===== config.mk =====
export PLATFORM = sky130hd
export DESIGN_NAME = seq_normalizer
export DESIGN_NICKNAME = d
export VERILOG_FILES = /design/src/rtl/seq_normalizer.sv
export SDC_FILE = /design/constraint.sdc
export NUM_CORES = 1
export LEC_CHECK = 0
export ABC_AREA = 1
export CAP_MARGIN = 20
export CORE_ASPECT_RATIO = 1.2
export CORE_MARGIN = 2
export CORE_UTILIZATION = 35
export CTS_CLUSTER_SIZE = 28
export DETAILED_ROUTE_END_ITERATION = 7
export GPL_TIMING_DRIVEN = 0
export HOLD_SLACK_MARGIN = 0.15
export SLEW_MARGIN = 25
export SYNTH_ARGS = -nofsm -noshare
export SYNTH_HDL_FRONTEND = slang
export SYNTH_SLANG_ARGS = --single-unit

===== constraint.sdc =====
create_clock -name clk -period 2.86 [get_ports clk]
set_input_delay 0.429 -clock clk [delete_from_list [all_inputs] [get_ports clk]]
set_output_delay 0.429 -clock clk [all_outputs]
set_load 0.005 [all_outputs]

===== src/rtl/seq_normalizer.sv =====
// -----------------------------------------------------------------------------
// seq_normalizer
//
// Iterative left-shift normalizer for the FloatMul datapath. It accepts one
// unnormalized mantissa at a time, shifts it left until its MSB is 1, and
// returns the normalized mantissa together with the number of positions it was
// shifted. The exponent logic subtracts that count. An all-zero mantissa is
// flagged through out_zero and is not shifted.
//
// Parameters:
//   W   mantissa width in bits (>= 5)
//   CW  shift-count width; 2**CW must exceed W-1
//
// Ports:
//   clk        rising-edge clock
//   rst        asynchronous reset, active-high
//   in_valid   input operand valid
//   in_ready   block idle and able to accept an operand
//   in_data    unnormalized mantissa (W bits)
//   out_valid  result valid
//   out_ready  downstream accepts the result
//   out_data   normalized mantissa (W bits)
//   out_shift  number of left shifts applied (CW bits)
//   out_zero   input was all zeros
//
// Optional feature (macro SEQ_NORM_SHIFT4_EN):
//   When defined, a SHIFT step moves 4 positions at once whenever the top four
//   bits of the working register are all zero, and 1 position otherwise. The
//   results are identical to the default build; only the latency is shorter.
// -----------------------------------------------------------------------------
module seq_normalizer #(
  parameter int W  = 24,
  parameter int CW = 5
) (
  input  logic          clk,
  input  logic          rst,
  input  logic          in_valid,
  output logic          in_ready,
  input  logic [W-1:0]  in_data,
  output logic          out_valid,
  input  logic          out_ready,
  output logic [W-1:0]  out_data,
  output logic [CW-1:0] out_shift,
  output logic          out_zero
);

  // Reject parameter sets that cannot work: the 4-bit step slices the top
  // nibble, and the counter must hold a shift of up to W-1.
  generate
    if (W < 5) begin : g_bad_width
      $error("seq_normalizer: W must be >= 5");
    end
    if ((64'd1 << CW) <= 64'(W - 1)) begin : g_bad_count_width
      $error("seq_normalizer: CW too narrow to hold W-1");
    end
  endgenerate

  typedef enum logic [1:0] {
    IDLE  = 2'd0,
    SHIFT = 2'd1,
    DONE  = 2'd2
  } state_t;

  state_t        r_state;
  logic [W-1:0]  r_data;       // working register being normalized
  logic [CW-1:0] r_count;      // shifts applied so far
  logic          r_out_valid;
  logic [W-1:0]  r_out_data;
  logic [CW-1:0] r_out_shift;
  logic          r_out_zero;

  logic          w_msb;
  logic [W-1:0]  w_next_data;
  logic [CW-1:0] w_next_count;

  assign w_msb = r_data[W-1];

`ifdef SEQ_NORM_SHIFT4_EN
  // A zero top nibble guarantees at least four leading zeros, so a 4-bit step
  // can never overshoot the leading one.
  logic w_step4;
  assign w_step4      = (r_data[W-1 -: 4] == 4'b0000);
  assign w_next_data  = w_step4 ? {r_data[W-5:0], 4'b0000} : {r_data[W-2:0], 1'b0};
  assign w_next_count = r_count + (w_step4 ? CW'(4) : CW'(1));
`else
  assign w_next_data  = {r_data[W-2:0], 1'b0};
  assign w_next_count = r_count + CW'(1);
`endif

  // NOTE: every register below is updated with non-blocking assignments so all
  // state moves together at the edge, independent of statement order.
  always_ff @(posedge clk or posedge rst) begin
    if (rst) begin
      r_state     <= IDLE;
      r_data      <= '0;
      r_count     <= '0;
      r_out_valid <= 1'b0;
      r_out_data  <= '0;
      r_out_shift <= '0;
      r_out_zero  <= 1'b0;
    end else begin
      case (r_state)
        IDLE: begin
          if (in_valid) begin
            if (in_data == '0) begin
              // Nothing to normalize: report zero straight away.
              r_out_valid <= 1'b1;
              r_out_data  <= '0;
              r_out_shift <= '0;
              r_out_zero  <= 1'b1;
              r_state     <= DONE;
            end else begin
              r_data  <= in_data;
              r_count <= '0;
              r_state <= SHIFT;
            end
          end
        end

        SHIFT: begin
          if (w_msb) begin
            // Terminating edge: the register is already normalized.
            r_out_valid <= 1'b1;
            r_out_data  <= r_data;
            r_out_shift <= r_count;
            r_out_zero  <= 1'b0;
            r_state     <= DONE;
          end else begin
            r_data  <= w_next_data;
            r_count <= w_next_count;
          end
        end

        DONE: begin
          // Result registers hold until the consumer takes them; returning to
          // IDLE here means a new operand is taken one cycle later at earliest.
          if (out_ready) begin
            r_out_valid <= 1'b0;
            r_state     <= IDLE;
          end
        end

        default: begin
          r_out_valid <= 1'b0;
          r_state     <= IDLE;
        end
      endcase
    end
  end

  assign in_ready  = (r_state == IDLE);
  assign out_valid = r_out_valid;
  assign out_data  = r_out_data;
  assign out_shift = r_out_shift;
  assign out_zero  = r_out_zero;

endmodule


==> results.sh, run 1 <==
export IMPL_max_cap_viol=0
export IMPL_floorplan_die_width_um=89.0
export IMPL_effective_utilization_at_floorplan_pct=35.6
export IMPL_drt_total_wl_um=8300
export IMPL_required_ns=2.43
export IMPL_tritoncts="built"
export IMPL_cts_reportedPaths_clkPinSlew_ns=0.07
export IMPL_yosysSeqAreaShare_pct=51.1
export IMPL_layout_core_utilization_pct=46.8
export IMPL_die_area_um2=9430
export IMPL_worst_path_dominant_cell_family="buffers and inverters"
export IMPL_antennaDiodeCount=0
export IMPL_synth_cell_type_count=20
export IMPL_maxClockFrequency_mhz=506
export IMPL_drcViolationCount=0
export IMPL_total_leakage_power_nw=1.98
export IMPL_worstSetupEndpointType="output pin"
export IMPL_timing_final_ws_setup_ns=0.884
export IMPL_route_detailed_vias_per_inst=5.01
export IMPL_max_vdd_ir_drop_uv=456
export IMPL_die_h_um=106
export IMPL_synth_seq_cells=62
export IMPL_grt_use_total_pct=18.8
export IMPL_grt_antenna_before_repair=0
export IMPL_post_layout_min_period_ns=1.98
export IMPL_async_reset_ff_share_pct=100
export IMPL_dr_total_vias=2928
export IMPL_layout_worst_path_cycle_share_pct=69.1
export IMPL_gpl_final_weighted_congestion=0.845
export IMPL_final_area_um2=3980
export IMPL_ys_flop_type="sky130_fd_sc_hd__dfrtp_1"
export IMPL_ctsResizeCount=0
export IMPL_hold_viol_final=0
export IMPL_crit_arrival_ns=1.55
export IMPL_synth_top_area_share_pct=51.1
export IMPL_crit_buf_inv=1
export IMPL_report_final_slew_viol_count=0
export IMPL_detail_route_iter0_violations=161
export IMPL_postCtsHoldBufs=0
export IMPL_power_density_nw_per_um2=1070
export IMPL_critical_path_class="reg -> out"
export IMPL_timing_final_setup_violations=0
export IMPL_slew_headroom_pct=66.0
export IMPL_ioPinCount=60
export IMPL_cp_slowest_cell="sky130_fd_sc_hd__clkdlybuf4s50_1"
export IMPL_synth_cell_area_um2=3030
export IMPL_hold_ws_ns=0.426
export IMPL_crit_path_cell_trace="nor2_2, clkdlybuf4s50_1"
export IMPL_area_growth_syn_to_layout_pct=31.3
export IMPL_critPathLaunchType="register"
export IMPL_clk_root_buffer_cell="sky130_fd_sc_hd__clkbuf_8"
export IMPL_insertion_delay_ns=0.35
export IMPL_first_global_vias=2840
export IMPL_cts_sinks=62
export IMPL_io_buffers=59
export IMPL_layout_drive_gt1_share_pct=7.91
export IMPL_ant_nets=0
export IMPL_post_synth_top_count_cell="sky130_fd_sc_hd__nand2_1"
export IMPL_ff_latch_area_um2=1550
export IMPL_detailed_place_area_um2=3790
export IMPL_grt_setup_unrepaired="false"
export IMPL_yosys_top_cells_count="sky130_fd_sc_hd__nand2_1 (145), sky130_fd_sc_hd__nand3_1 (63), sky130_fd_sc_hd__dfrtp_1 (62)"
export IMPL_dp_worst_setup_slack_ns=0.589
export IMPL_num_rows=37
export IMPL_final_nets=493
export IMPL_maximum_number_of_pins_on_one_net_before_global_route_repair=33
export IMPL_critical_path_peak_fanout=5
export IMPL_number_of_standard_cells_after_synthesis=393
export IMPL_nFillCells=918
export IMPL_cts_made_buffers=9
export IMPL_yosysWarningCount=0
export IMPL_post_drt_wl_per_cell_um=14.2
export IMPL_ys_top_cells_by_area="sky130_fd_sc_hd__dfrtp_1 (51%), sky130_fd_sc_hd__nand2_1 (18%), sky130_fd_sc_hd__nand3_1 (10%)"
export IMPL_final_setup_skew_ns=0.00893
export IMPL_place_detailed_hpwl_um=5820
export IMPL_status="finished clean"
export IMPL_worst_slew_pin_slew_ns=0.511
export IMPL_multi_input_comb_area_um2=1290
export IMPL_cts_max_level=3
export IMPL_gr_total_overflow=0
export IMPL_synth_edf_count=0
export IMPL_grt_pass1_wl_um=13700
export IMPL_post_cts_setup_buffers=0
export IMPL_cts_path_max_buffers=2
export IMPL_post_synth_cell_area_avg_um2=7.72
export IMPL_synth_top_cell_by_area="sky130_fd_sc_hd__dfrtp_1"
export IMPL_max_stage_delay_ns=0.55
export IMPL_min_path_type="in -> async"
export IMPL_core_area_um2=8520
export IMPL_synthesis_nets=422
export IMPL_firstDrtPassIters=4
-- cell type report --
type	count	share of cell area, %
Buffer	27	3.30
Clock buffer	11	3.55
Clock inverter	4	1.19
Inverter	15	1.48
Multi-Input combinational cell	289	32.5
Sequential cell	62	39.0
Tap cell	117	3.68
Timing Repair Buffer	60	15.3
-- placed cells by master, fill, tap and decap left out, types with 2 or more instances in the layout --
cell,n
sky130_fd_sc_hd__clkbuf_8,10
sky130_fd_sc_hd__buf_2,9
sky130_fd_sc_hd__nor2_1,20
sky130_fd_sc_hd__nand4_1,27
sky130_fd_sc_hd__o21ai_0,23
sky130_fd_sc_hd__a21oi_1,2
sky130_fd_sc_hd__clkinv_2,2
sky130_fd_sc_hd__inv_1,11
sky130_fd_sc_hd__xor2_1,2
sky130_fd_sc_hd__clkbuf_1,11
sky130_fd_sc_hd__nor2_2,2
sky130_fd_sc_hd__nand2_2,2
sky130_fd_sc_hd__buf_4,3
sky130_fd_sc_hd__buf_1,4
sky130_fd_sc_hd__nand2_1,145
sky130_fd_sc_hd__nand3_1,63
sky130_fd_sc_hd__dfrtp_1,62
sky130_fd_sc_hd__clkdlybuf4s50_1,59
sky130_fd_sc_hd__inv_2,3
-- worst register-to-register path: cells and delay by family, from the launching register on --
kind            cells  cell delay, ns
compound gates      1            0.20
buf+inv             3            0.76
flops               1            0.41
simple gates        3            0.28
-- through the flow --
| step | instances | TNS (ns) | power, mW |
|---|---|---|---|
| final | 585 | 0 | 4.27 |
| after detailed placement | 570 | 0 | 3.52 |
| after global placement | 569 | -17.36 | 3.48 |
| after CTS | 585 | 0 | 4.30 |
| after global routing | 585 | 0 | 4.62 |
| after floorplan | 393 | 0 | 2.73 |
-- registers in the layout, summed over array words and instances, names as in the netlist --
register   flops
out_data      24
out_zero       1
out_valid      1
out_shift      5
r_state        2
r_count        5
r_data        24
-- logic make-up (layout without fill, tap and decap cells) --
logic type | count (synthesis) | after routing | synth area share (%)
adder cells (fa/ha/maj) | 1 | 1 | 0.412
XOR/XNOR | 2 | 2 | 0.577
AO/OA/AOI/OAI | 25 | 25 | 4.12
flip-flops | 62 | 62 | 51.1
buffers and inverters | 42 | 117 | 6.19
AND/OR/NAND/NOR | 261 | 261 | 37.6
-- power breakdown --
group,switching (mW),internal (mW),leakage [nW]
clock,0.348,0.419,0.0952
combinational,1.20,0.814,1.09
sequential,0.249,1.24,0.791
total,1.80,2.47,1.98
-- path summary, 6_finish.rpt --
path                         startpoint      endpoint  slack (ns)  depth (start not counted)
max                          r_state[0]      in_ready        0.88                          2
min                                 rst  out_data[17]        0.43                          2
max in group asynchronous           rst   out_data[6]        1.93                          3
min reg2reg                out_data[15]  out_data[15]        0.47                          2
min in group clk           out_data[15]  out_data[15]        0.47                          2
max reg2reg                  r_state[1]    r_data[21]        1.11                          7
-- per-layer routing --
metal	vias up	GRT usage [%]	part of all wire, %
li1	1436	-	-
met1	1382	25.4	45
met2	93	28.6	46
met3	17	4.27	6.0
met4	0	8.10	2.5
met5	-	0	0
No activity file was read; power rests on OpenSTA's default activity.
==> run 2: changes to the inputs <==
==> constraint.sdc (replaced) <==
create_clock -name clk -period 1.9 [get_ports clk]
set_input_delay 0.285 -clock clk [delete_from_list [all_inputs] [get_ports clk]]
set_output_delay 0.285 -clock clk [all_outputs]
set_load 0.005 [all_outputs]
==> run 2 against run 1 <==
Setup slack got worse by 0.83 ns; critical path type unchanged; clock power rose by 51%; register-to-register slack got worse by 0.96 ns; final area rose by 0.38%; final cell count rose by 0.17%; first-iteration DRC count fell by 8.1%; combinational power rose by 51%; via count rose by 0.38%; hold slack got worse by 0.15 ns; die area did not move; non-clock buffer count rose by 1.
==> results.sh, run 2 (synthesis results as in run 1) <==
export IMPL_hold_viol_final=0
export IMPL_r2r_start="r_state[0]"
export IMPL_post_drt_wl_per_cell_um=14.1
export IMPL_fin_total_pwr_mw=6.44
export IMPL_critPathLaunchType="register"
export IMPL_cts_sinks=62
export IMPL_worst_slew_pin_slew_ns=0.520
export IMPL_insertion_delay_ns=0.35
export IMPL_cts_reportedPaths_clkPinSlew_ns=0.07
export IMPL_grt_use_total_pct=18.8
export IMPL_ioPinCount=60
export IMPL_status="finished clean"
export IMPL_grt_pass1_wl_um=13700
export IMPL_mostFrequentLayoutCells="sky130_fd_sc_hd__nand2_1 (145), sky130_fd_sc_hd__nand3_1 (63), sky130_fd_sc_hd__dfrtp_1 (62), sky130_fd_sc_hd__clkdlybuf4s50_1 (59), sky130_fd_sc_hd__nand4_1 (27)"
export IMPL_first_global_vias=2840
export IMPL_globalRouteMet2Util_pct=28.6
export IMPL_grt_util_met3_pct=4.27
export IMPL_ant_nets=0
export IMPL_clk_root_buffer_cell="sky130_fd_sc_hd__clkbuf_8"
export IMPL_final_instance_count_excl_fill=586
export IMPL_hold_ws_ns=0.277
export IMPL_num_rows=37
export IMPL_io_buffers=59
export IMPL_gr_total_overflow=0
export IMPL_cts_made_buffers=9
export IMPL_route_detailed_vias_per_inst=5.02
export IMPL_crit_arrival_ns=1.56
export IMPL_grtUsageMet1_pct=25.4
export IMPL_timing_final_setup_violations=0
export IMPL_layout_worst_path_cycle_share_pct=97.0
export IMPL_die_h_um=106
export IMPL_dr_total_vias=2939
export IMPL_area_growth_syn_to_layout_pct=31.8
export IMPL_firstDrtPassIters=5
export IMPL_rr_worst_depth=9
export IMPL_effective_utilization_at_floorplan_pct=35.6
export IMPL_layout_core_utilization_pct=46.9
export IMPL_drt_total_wl_um=8250
export IMPL_maxClockFrequency_mhz=543
export IMPL_grt_antenna_before_repair=0
export IMPL_critical_path_class="reg -> out"
export IMPL_required_ns=1.62
export IMPL_max_vdd_ir_drop_uv=702
export IMPL_detail_route_iter0_violations=148
export IMPL_layout_cells_most_common="sky130_fd_sc_hd__nand2_1"
export IMPL_gr_max_usage_layer="met2"
export IMPL_r2r_end="r_data[11]"
export IMPL_floorplan_die_width_um=89.0
export IMPL_slew_headroom_pct=65.3
export IMPL_fin_tns_setup_ns=0
export IMPL_cts_path_max_buffers=2
export IMPL_power_density_nw_per_um2=1610
export IMPL_gpl_final_weighted_congestion=0.845
export IMPL_drcViolationCount=0
export IMPL_min_path_type="in -> async"
export IMPL_setup_reg_to_reg_worst_slack_ns=0.15
export IMPL_critical_path_peak_fanout=5
export IMPL_maximum_number_of_pins_on_one_net_before_global_route_repair=33
export IMPL_core_area_um2=8520
export IMPL_die_area_um2=9430
export IMPL_grt_setup_unrepaired="true"
export IMPL_place_detailed_hpwl_um=5820
export IMPL_placed_cells=570
export IMPL_layout_drive_gt1_share_pct=8.10
export IMPL_total_leakage_power_nw=1.99
export IMPL_worstSetupEndpointType="output pin"
export IMPL_tritoncts="built"
export IMPL_cts_max_level=3
export IMPL_antennaDiodeCount=0
export IMPL_report_final_slew_viol_count=0
export IMPL_post_layout_min_period_ns=1.84
export IMPL_final_setup_skew_ns=0.00674
export IMPL_max_cap_viol=0
export IMPL_final_nets=494
[run 2: cell types whose count changed in the layout (fill, tap and decap cells not counted)]
cell / delta
sky130_fd_sc_hd__clkbuf_4: +3
sky130_fd_sc_hd__buf_2: -3
sky130_fd_sc_hd__buf_4: +1
[run 2: stage by stage]
stage | setup WS [ns] | instance area [µm²]
6_report | 0.0575 | 4000
5_1_grt | -0.00619 | 4000
4_1_cts | 0.0589 | 3980
3_5_place_dp | -0.227 | 3790
3_3_place_gp | -1.10 | 3770
2_1_floorplan | 0.0736 | 3030
[run 2: metal layers]
metal	vias to the layer above	wire, µm
met3	17	493
met1	1381	3660
li1	1441	-
met5	-	0
met4	0	189
met2	100	3910
[run 2: worst max path at each step]
stage                     cells after the start  startpoint  slack (ns)           to
after global placement                        2         rst       -1.10  out_data[1]
after detailed placement                      8  in_data[6]       -0.23    r_data[7]
after floorplan                               1         rst        0.07  out_data[0]
final                                         2  r_state[0]        0.06     in_ready
after CTS                                     2  r_state[0]        0.06     in_ready
after global routing                          2  r_state[0]      -0.006     in_ready
[run 2: cell type report]
class	instances	area, µm²
Inverter	15	58.8
Timing Repair Buffer	61	618
Multi-Input combinational cell	289	1290
Clock buffer	11	141
Buffer	27	139
Clock inverter	4	47.5
Tap cell	117	146
Fill cell	914	4520
Sequential cell	62	1550
[run 2: critical path: stages, from the launching register on]
cell                              delay [ns]
sky130_fd_sc_hd__dfrtp_1                0.42
sky130_fd_sc_hd__nor2_2                 0.24
sky130_fd_sc_hd__clkdlybuf4s50_1        0.55
[run 2: what timing repair did]
item | 4_1_cts | 5_1_grt
resized for setup | 0 | 3
buffers inserted | 0 | 1
setup endpoints to repair | 0 | 31
hold buffers | 0 | 0
[run 2: power breakdown]
group          switching [mW]  internal (mW)  total (mW)
Clock                   0.526          0.630        1.16
Sequential              0.373           1.86        2.23
Combinational            1.80           1.25        3.05
==> run 3: changes to the inputs <==
--- a/config.mk
+++ b/config.mk
@@ -14,7 +14,7 @@
 export DETAILED_ROUTE_END_ITERATION = 7
 export GPL_TIMING_DRIVEN = 0
 export HOLD_SLACK_MARGIN = 0.15
-export SLEW_MARGIN = 25
+export SLEW_MARGIN = 10
 export SYNTH_ARGS = -nofsm -noshare
 export SYNTH_HDL_FRONTEND = slang
 export SYNTH_SLANG_ARGS = --single-unit
==> run 3 against run 2 <==
Non-clock buffer count down 1; clock skew up 0.0014 ns; sequential power about the same; highest routed layer unchanged; sequential cell count unchanged; largest cell class unchanged; first-iteration DRC count up 20%; critical path depth unchanged; core utilization down 0.25 points; die area unchanged; via count down 1.6%; clock-buffer cell count unchanged.
==> results.sh, run 3 (synthesis results as in run 1) <==
export IMPL_status="finished clean"
export IMPL_cts_max_level=3
export IMPL_die_area_um2=9430
export IMPL_min_path_type="in -> async"
export IMPL_max_cap_viol=0
export IMPL_first_global_vias=2734
export IMPL_floorplan_die_width_um=89.0
export IMPL_report_final_slew_viol_count=0
export IMPL_worst_slew_pin_slew_ns=0.778
export IMPL_ant_nets=0
export IMPL_final_setup_skew_ns=0.00818
export IMPL_ioPinCount=60
export IMPL_core_area_um2=8520
export IMPL_layout_worst_path_cycle_share_pct=97.4
export IMPL_detailed_place_area_um2=3770
export IMPL_place_detailed_hpwl_um=5650
export IMPL_io_buffers=59
export IMPL_gr_total_overflow=0
export IMPL_clk_root_buffer_cell="sky130_fd_sc_hd__clkbuf_8"
export IMPL_layout_drive_gt1_share_pct=8.12
export IMPL_timing_final_setup_violations=0
export IMPL_num_rows=37
export IMPL_final_area_um2=3980
export IMPL_dp_worst_setup_slack_ns=-0.218
export IMPL_maximum_number_of_pins_on_one_net_before_global_route_repair=63
export IMPL_grt_antenna_before_repair=0
export IMPL_effective_utilization_at_floorplan_pct=35.6
export IMPL_tritoncts="built"
export IMPL_crit_arrival_ns=1.57
export IMPL_post_layout_min_period_ns=1.85
export IMPL_hold_ws_ns=0.435
export IMPL_die_h_um=106
export IMPL_layout_cells_most_common="sky130_fd_sc_hd__nand2_1"
export IMPL_cts_reportedPaths_clkPinSlew_ns=0.07
export IMPL_insertion_delay_ns=0.35
export IMPL_detail_route_iter0_violations=178
export IMPL_gpl_final_weighted_congestion=0.845
export IMPL_maxClockFrequency_mhz=540
export IMPL_critical_path_peak_fanout=5
export IMPL_post_drt_wl_per_cell_um=14.0
export IMPL_hold_viol_final=0
export IMPL_grt_pass1_wl_um=13400
export IMPL_slew_headroom_pct=48.1
export IMPL_dr_total_vias=2892
export IMPL_cts_made_buffers=9
export IMPL_drcViolationCount=0
export IMPL_power_density_nw_per_um2=1620
export IMPL_final_nets=493
export IMPL_total_leakage_power_nw=1.98
export IMPL_drt_total_wl_um=8200
export IMPL_fin_total_pwr_mw=6.43
export IMPL_setup_reg_to_reg_worst_slack_ns=0.14
export IMPL_antennaDiodeCount=0
export IMPL_cts_path_max_buffers=2
export IMPL_cts_sinks=62
export IMPL_timing_final_ws_setup_ns=0.0495
export IMPL_area_growth_syn_to_layout_pct=31.1
export IMPL_route_detailed_vias_per_inst=4.94
export IMPL_grt_setup_unrepaired="false"
export IMPL_worstSetupEndpointType="output pin"
export IMPL_required_ns=1.62
export IMPL_critical_path_class="reg -> out"
export IMPL_max_vdd_ir_drop_uv=706
export IMPL_firstDrtPassIters=7
export IMPL_mostFrequentLayoutCells="sky130_fd_sc_hd__nand2_1 (145), sky130_fd_sc_hd__nand3_1 (63), sky130_fd_sc_hd__dfrtp_1 (62), sky130_fd_sc_hd__clkdlybuf4s50_1 (59), sky130_fd_sc_hd__nand4_1 (27)"
export IMPL_postCtsHoldBufs=0
export IMPL_critPathLaunchType="register"
export IMPL_grt_use_total_pct=18.4
run 3: cell types whose count changed in the layout (fill, tap and decap cells not counted):
cell / change
sky130_fd_sc_hd__buf_2: +1
sky130_fd_sc_hd__clkbuf_1: -1
sky130_fd_sc_hd__clkbuf_2: +1
sky130_fd_sc_hd__clkbuf_4: -1
sky130_fd_sc_hd__buf_12: -1
run 3: worst max-delay path, stage by stage, from the launching register on:
cell and delay [ns]:
sky130_fd_sc_hd__dfrtp_1 0.42, sky130_fd_sc_hd__nor2_2 0.24, sky130_fd_sc_hd__clkdlybuf4s50_1 0.55
run 3: timing repair:
| action | CTS | global route |
|---|---|---|
| setup buffers | 0 | 1 |
| gates resized for setup | 0 | 4 |
| setup endpoints to repair | 0 | 24 |
run 3: report_power, final:
group	internal [mW]	switching, mW
Combinational	1.24	1.80
Sequential	1.86	0.374
Clock	0.630	0.525
Total	3.73	2.70
run 3: path summary, 6_finish.rpt:
path | start | endpoint | cells after the start
setup / recovery | r_state[0] | in_ready | 2
hold / removal | rst | out_data[17] | 2
setup reg to reg | r_state[0] | out_zero | 7
hold reg to reg | out_data[15] | out_data[15] | 2
max in group asynchronous | rst | r_count[2] | 2
min in group clk | out_data[15] | out_data[15] | 2
run 3: per-stage QoR:
stage                     TNS, ns  std cells  util, %
final                           0        585     46.7
after global placement     -73.49        569     44.3
after detailed placement    -5.35        569     44.3
after CTS                       0        584     46.5
after floorplan                 0        393        -
after global routing            0        585     46.7
run 3: final cells by class:
class                      instances  area (µm²)
fill                             909        4540
sequential                        62        1550
multi-input combinational        289        1290
timing repair buffer              60         598
tap                              117         146
clock buffer                      11         141
buffer                            27         138
inverter                          15        58.8
clock inverter                     4        47.5
run 3: metal layers:
layer / vias up / global-route usage [%] / wire length [µm]
met5: - / 0 / 0
met4: 0 / 7.14 / 174
met3: 13 / 4.19 / 442
met2: 97 / 27.2 / 3790
met1: 1346 / 25.9 / 3800
li1: 1436 / - / -
